**src/rtl/mem_lsu.sv**
```systemverilog
// rtl/mem_lsu.sv - Sequential load/store unit with sub-word read-modify-write; optional macro LSU_MISALIGN_TRAP_EN
module mem_lsu #(
    parameter int ADDR_W = 32,
    parameter int DATA_W = 32,
    parameter int TYPE_W = 3,
    parameter int RD_W   = 5
) (
    input  logic              clk,
    input  logic              rst_n,
    input  logic              req_valid_i,
    output logic              req_ready_o,
    input  logic              req_we_i,
    input  logic [ADDR_W-1:0] req_addr_i,
    input  logic [DATA_W-1:0] req_wdata_i,
    input  logic [TYPE_W-1:0] req_type_i,
    input  logic [RD_W-1:0]   req_rd_i,
    output logic              bram_en_o,
    output logic              bram_we_o,
    output logic [ADDR_W-3:0] bram_addr_o,
    output logic [DATA_W-1:0] bram_wdata_o,
    input  logic [DATA_W-1:0] bram_rdata_i,
    output logic              wb_valid_o,
    output logic [RD_W-1:0]   wb_rd_o,
    output logic [DATA_W-1:0] wb_data_o,
    output logic              misalign_o
);
    localparam logic [TYPE_W-1:0] DT_BYTE  = TYPE_W'(0);
    localparam logic [TYPE_W-1:0] DT_HALF  = TYPE_W'(1);
    localparam logic [TYPE_W-1:0] DT_WORD  = TYPE_W'(2);
    localparam logic [TYPE_W-1:0] DT_UBYTE = TYPE_W'(4);
    localparam logic [TYPE_W-1:0] DT_UHALF = TYPE_W'(5);

    typedef enum logic [2:0] {
        S_IDLE,
        S_LD_RD,
        S_LD_WAIT,
        S_RMW_RD,
        S_RMW_WAIT,
        S_WR,
        S_ERR
    } state_t;

    state_t            state_q, state_d;
    logic [ADDR_W-1:0] addr_q;
    logic [TYPE_W-1:0] type_q;
    logic [RD_W-1:0]   rd_q;
    logic [RD_W-1:0]   wb_rd_q;
    logic [DATA_W-1:0] bram_wdata_q;
    logic [DATA_W-1:0] wb_data_q;
    logic              wb_valid_q;

`ifdef LSU_MISALIGN_TRAP_EN
    localparam bit TRAP_EN = 1'b1;
    assign misalign_o = (state_q == S_ERR);
`else
    localparam bit TRAP_EN = 1'b0;
    assign misalign_o = 1'b0;
`endif

    // Request decode: access size, misalignment, and aligned-down address
    logic              req_is_byte, req_is_half, req_is_word, req_misaligned;
    logic [ADDR_W-1:0] req_addr_al;
    always_comb begin
        req_is_byte    = (req_type_i == DT_BYTE) || (req_type_i == DT_UBYTE);
        req_is_half    = (req_type_i == DT_HALF) || (req_type_i == DT_UHALF);
        req_is_word    = (req_type_i == DT_WORD);
        req_misaligned = (req_is_half && req_addr_i[0]) ||
                         (req_is_word && (req_addr_i[1:0] != 2'b00));
        req_addr_al    = req_addr_i;
        if (req_is_half) req_addr_al[0] = 1'b0;
        if (req_is_word) req_addr_al[1:0] = 2'b00;
    end

    // Load lane extraction/extension and store lane merge against the read word
    logic [7:0]        ld_byte;
    logic [15:0]       ld_half;
    logic [DATA_W-1:0] ld_ext;
    logic [DATA_W-1:0] st_merged;
    always_comb begin
        ld_byte = bram_rdata_i[{addr_q[1:0], 3'b000} +: 8];
        ld_half = bram_rdata_i[{addr_q[1], 4'b0000} +: 16];
        ld_ext  = '0;
        case (type_q)
            DT_BYTE:  ld_ext = {{24{ld_byte[7]}}, ld_byte};
            DT_UBYTE: ld_ext = {24'h000000, ld_byte};
            DT_HALF:  ld_ext = {{16{ld_half[15]}}, ld_half};
            DT_UHALF: ld_ext = {16'h0000, ld_half};
            DT_WORD:  ld_ext = bram_rdata_i;
            default:  ld_ext = '0;
        endcase
        st_merged = bram_rdata_i;
        // Only byte or half stores reach the merge; the held store data is right-aligned
        if ((type_q == DT_BYTE) || (type_q == DT_UBYTE)) begin
            st_merged[{addr_q[1:0], 3'b000} +: 8] = bram_wdata_q[7:0];
        end else begin
            st_merged[{addr_q[1], 4'b0000} +: 16] = bram_wdata_q[15:0];
        end
    end

    // Next-state and BRAM/handshake controls
    always_comb begin
        state_d     = state_q;
        req_ready_o = 1'b0;
        bram_en_o   = 1'b0;
        bram_we_o   = 1'b0;
        case (state_q)
            S_IDLE: begin
                req_ready_o = 1'b1;
                if (req_valid_i) begin
                    if (TRAP_EN && req_misaligned)          state_d = S_ERR;
                    else if (!req_we_i)                     state_d = S_LD_RD;
                    else if (req_is_word)                   state_d = S_WR;
                    else if (req_is_byte || req_is_half)    state_d = S_RMW_RD;
                    else                                    state_d = S_IDLE;
                end
            end
            S_LD_RD: begin
                bram_en_o = 1'b1;
                state_d   = S_LD_WAIT;
            end
            S_LD_WAIT:  state_d = S_IDLE;
            S_RMW_RD: begin
                bram_en_o = 1'b1;
                state_d   = S_RMW_WAIT;
            end
            S_RMW_WAIT: state_d = S_WR;
            S_WR: begin
                bram_en_o = 1'b1;
                bram_we_o = 1'b1;
                state_d   = S_IDLE;
            end
            S_ERR:      state_d = S_IDLE;
            default:    state_d = S_IDLE;
        endcase
    end

    // State, request latch, write-data and writeback registers
    always_ff @(posedge clk or negedge rst_n) begin
        if (!rst_n) begin
            state_q      <= S_IDLE;
            addr_q       <= '0;
            type_q       <= '0;
            rd_q         <= '0;
            bram_wdata_q <= '0;
            wb_valid_q   <= 1'b0;
            wb_rd_q      <= '0;
            wb_data_q    <= '0;
        end else begin
            state_q    <= state_d;
            wb_valid_q <= (state_q == S_LD_WAIT);
            if ((state_q == S_IDLE) && req_valid_i) begin
                addr_q <= req_addr_al;
                type_q <= req_type_i;
                rd_q   <= req_rd_i;
                if (req_we_i) bram_wdata_q <= req_wdata_i;
            end
            if (state_q == S_RMW_WAIT) bram_wdata_q <= st_merged;
            if (state_q == S_LD_WAIT) begin
                wb_data_q <= ld_ext;
                wb_rd_q   <= rd_q;
            end
        end
    end

    assign bram_addr_o  = addr_q[ADDR_W-1:2];
    assign bram_wdata_o = bram_wdata_q;
    assign wb_valid_o   = wb_valid_q;
    assign wb_rd_o      = wb_rd_q;
    assign wb_data_o    = wb_data_q;

endmodule

```
**config.mk**
```make
export PLATFORM = sky130hd
export DESIGN_NAME = mem_lsu
export DESIGN_NICKNAME = d
export VERILOG_FILES = /design/src/rtl/mem_lsu.sv
export SDC_FILE = /design/constraint.sdc
export NUM_CORES = 1
export LEC_CHECK = 0
export CORE_UTILIZATION = 41
export DETAILED_ROUTE_END_ITERATION = 12
export PLACE_DENSITY_LB_ADDON = 0.1
export SYNTH_ARGS = -nofsm -noshare
export SYNTH_HDL_FRONTEND = slang
export SYNTH_SLANG_ARGS = --single-unit
```
**constraint.sdc**
```tcl
create_clock -name clk -period 1.88 [get_ports clk]
set_input_delay 0.282 -clock clk [delete_from_list [all_inputs] [get_ports clk]]
set_output_delay 0.282 -clock clk [all_outputs]
set_load 0.01 [all_outputs]
```
==> impl_metrics.json <==
{
  "rsz0062_at_grt": "true",
  "ys_ff_latch": 113,
  "overflow": 0,
  "pwr-share-clk": 0.222,
  "dp_worst_setup_slack_ns": -0.321,
  "ys_types": 44,
  "dr.first_iter.drc_count": 354,
  "diodes": 0,
  "clkTransAtPathRegs_ns": 0.06,
  "drive_gt1_frac": 0.136,
  "r2r_cells": 7,
  "p_sw_mw": 5.62,
  "clk_latency_ns": 0.41,
  "synth_area_leaders": "dfrtp_1, nand2_1, buf_4",
  "maxCapViolCount": 0,
  "r2r_setup_slack_ns": 0.02,
  "yosys_warnings": 0,
  "drc": 0,
  "powerDensity_mw_per_mm2": 1740,
  "final_antenna_net_count": 0,
  "maxSlewHeadroom": 0.634,
  "layout_min_cycle_time_ns": 1.86,
  "antenna_found_initial": 0,
  "die-area_mm2": 0.0145,
  "initial_core_util": 0.427,
  "grt_pass1_vias": 5568,
  "vias_per_cell": 5.43,
  "cellInternalPower_mw": 9.74,
  "io_pins": 212,
  "status": "complete, no violations",
  "final_cells": 990,
  "finalHoldViolations": 0,
  "critPathKind": "reg -> reg",
  "fp.coreArea_mm2": 0.0135,
  "hp-class": "in -> async",
  "vias": 5373,
  "clock_sinks": 113,
  "fin_nets": 914,
  "io_buffers": 210,
  "fmax_mhz": 539,
  "root_buffer": "clkbuf_16",
  "fp.dieH_um": 121,
  "yosysSeqAreaShare": 0.490,
  "wl_per_cell_um": 18.4,
  "place_congestion": 0.893,
  "cts_buffer_depth": 2,
  "rows": 42,
  "peakVddDrop_mv": 0.910,
  "finalCritPeriodShare": 0.988,
  "die_x_um": 121,
  "pwr-share-comb": 0.491,
  "synth_edf_count": 0,
  "cp-start-kind": "register",
  "netlist_instances": 599,
  "power_leakage_nw": 3.94,
  "hpwl_um": 13600,
  "syn_area_mm2": 0.00577,
  "syn2layout_area_growth_pct": 53.0,
  "synth_top_area_share": 0.490,
  "worst_r2r_endpoint": "bram_wdata_o[27]$_DFFE_PN0P_",
  "cp-end-kind": "register",
  "htreeDepth": 4,
  "setup_slack_ns": 0.0231,
  "cts_tree": "done",
  "yosysTopAreaCell": "dfrtp_1",
  "cp-endpoint": "bram_wdata_o[27]$_DFFE_PN0P_",
  "crit_fanout": 8,
  "drt-total-wl_um": 18200,
  "reg2reg_from": "addr_q[1]$_DFFE_PN0P_",
  "grt.total_usage": 0.261,
  "tightest_slew_ns": 0.546,
  "cts_buffers": 17,
  "place_inst": 956,
  "syn_area_per_cell_um2": 9.63,
  "finClkSkew_ns": 0.00740,
  "netSwitchingFraction": 0.366,
  "grt_max_degree": 42,
  "critPathLaunch": "addr_q[1]$_DFFE_PN0P_",
  "worstPathRequired_ns": 2.21,
  "arrival_ns": 2.19,
  "grt_pass1_wl_um": 28600,
  "first_pass_iters": 7,
  "seq_power_share": 0.288,
  "finalSetupViolCount": 0,
  "final_common_cell": "clkdlybuf4s50_1",
  "drv_slew": 0,
  "ys.flop_type": "dfrtp_1",
  "ys_async_sr_fraction": 1.00,
  "most-common-layout-cells": "clkdlybuf4s50_1, nand2_1, dfrtp_1",
  "syn_nets": 712
}
==> sequential cells by signal (all words and copies together), names as in the netlist <==
register / cells
addr_q: 32
bram_wdata_o: 32
wb_data_o: 32
rd_q: 5
wb_rd_o: 5
state_q: 3
type_q: 3
wb_valid_o: 1
==> power groups by stage <==
stage | Sequential [mW] | Clock [mW] | Combinational, mW
6_report | 4.42 | 3.40 | 7.54
3_3_place_gp | 4.39 | 0 | 7.15
2_1_floorplan | 4.52 | 0 | 3.96
3_5_place_dp | 4.44 | 0 | 7.33
4_1_cts | 4.42 | 3.46 | 7.43
5_1_grt | 4.56 | 3.58 | 8.20
==> metrics by stage <==
stage	hold slack [ns]	area, um^2	total power [mW]	util	TNS, ns
final	0.369	8820	15.4	0.653	0
after global routing	0.381	8820	16.3	0.653	-0.552
after CTS	0.364	8760	15.3	0.649	0
after detailed placement	0.273	8090	11.8	0.599	-3.91
after global placement	0.272	8090	11.5	0.599	-2.58
after floorplan	-0.0136	5780	8.48	-	0
==> worst min path at each step <==
stage	end	slack, ns	depth (start not counted)
final	wb_data_o[24]$_DFFE_PN0P_	0.37	2
after global routing	addr_q[7]$_DFFE_PN0P_	0.38	3
after CTS	wb_data_o[11]$_DFFE_PN0P_	0.36	2
after detailed placement	wb_data_o[11]$_DFFE_PN0P_	0.27	1
after global placement	wb_data_o[24]$_DFFE_PN0P_	0.27	1
after floorplan	addr_q[0]$_DFFE_PN0P_	-0.01	0
==> logic make-up (layout without fill, tap and decap cells) <==
logic type	after synthesis	after routing	synth area share
AO/OA/AOI/OAI	146	146	0.199
adder cells (fa/ha/maj)	5	5	0.0108
buffers and inverters	82	297	0.0757
flip-flops	113	113	0.490
multiplexers	36	36	0.0683
other	1	1	0.000650
AND/OR/NAND/NOR	216	216	0.155
==> synthesized netlist by cell type, drive strengths merged, types with 5 or more instances <==
cell	instances
o21ai	13
mux2i	18
a221oi	24
buf	44
o31ai	10
a222oi	7
nand2	164
clkbuf	31
inv	7
a221o	16
mux2	17
nor2	31
a21o	8
a31oi	17
a211o	16
dfrtp	113
nor3	6
ha	5
a22o	8
a21oi	11
a22oi	8
==> worst max-delay path: stages (launching register included) <==
cell	delay, ns
dfrtp_1	0.42
inv_2	0.10
ha_4	0.21
nor4bb_2	0.29
buf_4	0.23
a221oi_1	0.09
a211o_1	0.26
a31oi_1	0.17
==> layout make-up <==
| class | count | area, um^2 |
|---|---|---|
| inverters | 7 | 26.3 |
| well taps | 176 | 220 |
| clock buffers | 19 | 443 |
| multi-input cells | 404 | 2590 |
| repair buffers | 258 | 2530 |
| clock inverters | 13 | 185 |
| fillers | 1106 | 4680 |
| flip-flops and latches | 113 | 2830 |
==> metal layers <==
metal | track usage | share of wire
met3 | 0.0613 | 0.077
met4 | 0.131 | 0.035
met5 | 0 | 0
met1 | 0.305 | 0.39
met2 | 0.448 | 0.50
==> what timing repair did <==
action | 4_1_cts | 5_1_grt
gates resized for setup | 9 | 12
hold buffers | 1 | 0
pin swaps | 1 | 15
endpoints found under the setup margin | 16 | 39
hold endpoints to repair | 32 | 0
setup buffers | 0 | 1
Note: power is estimated with default switching activity, not from simulation.
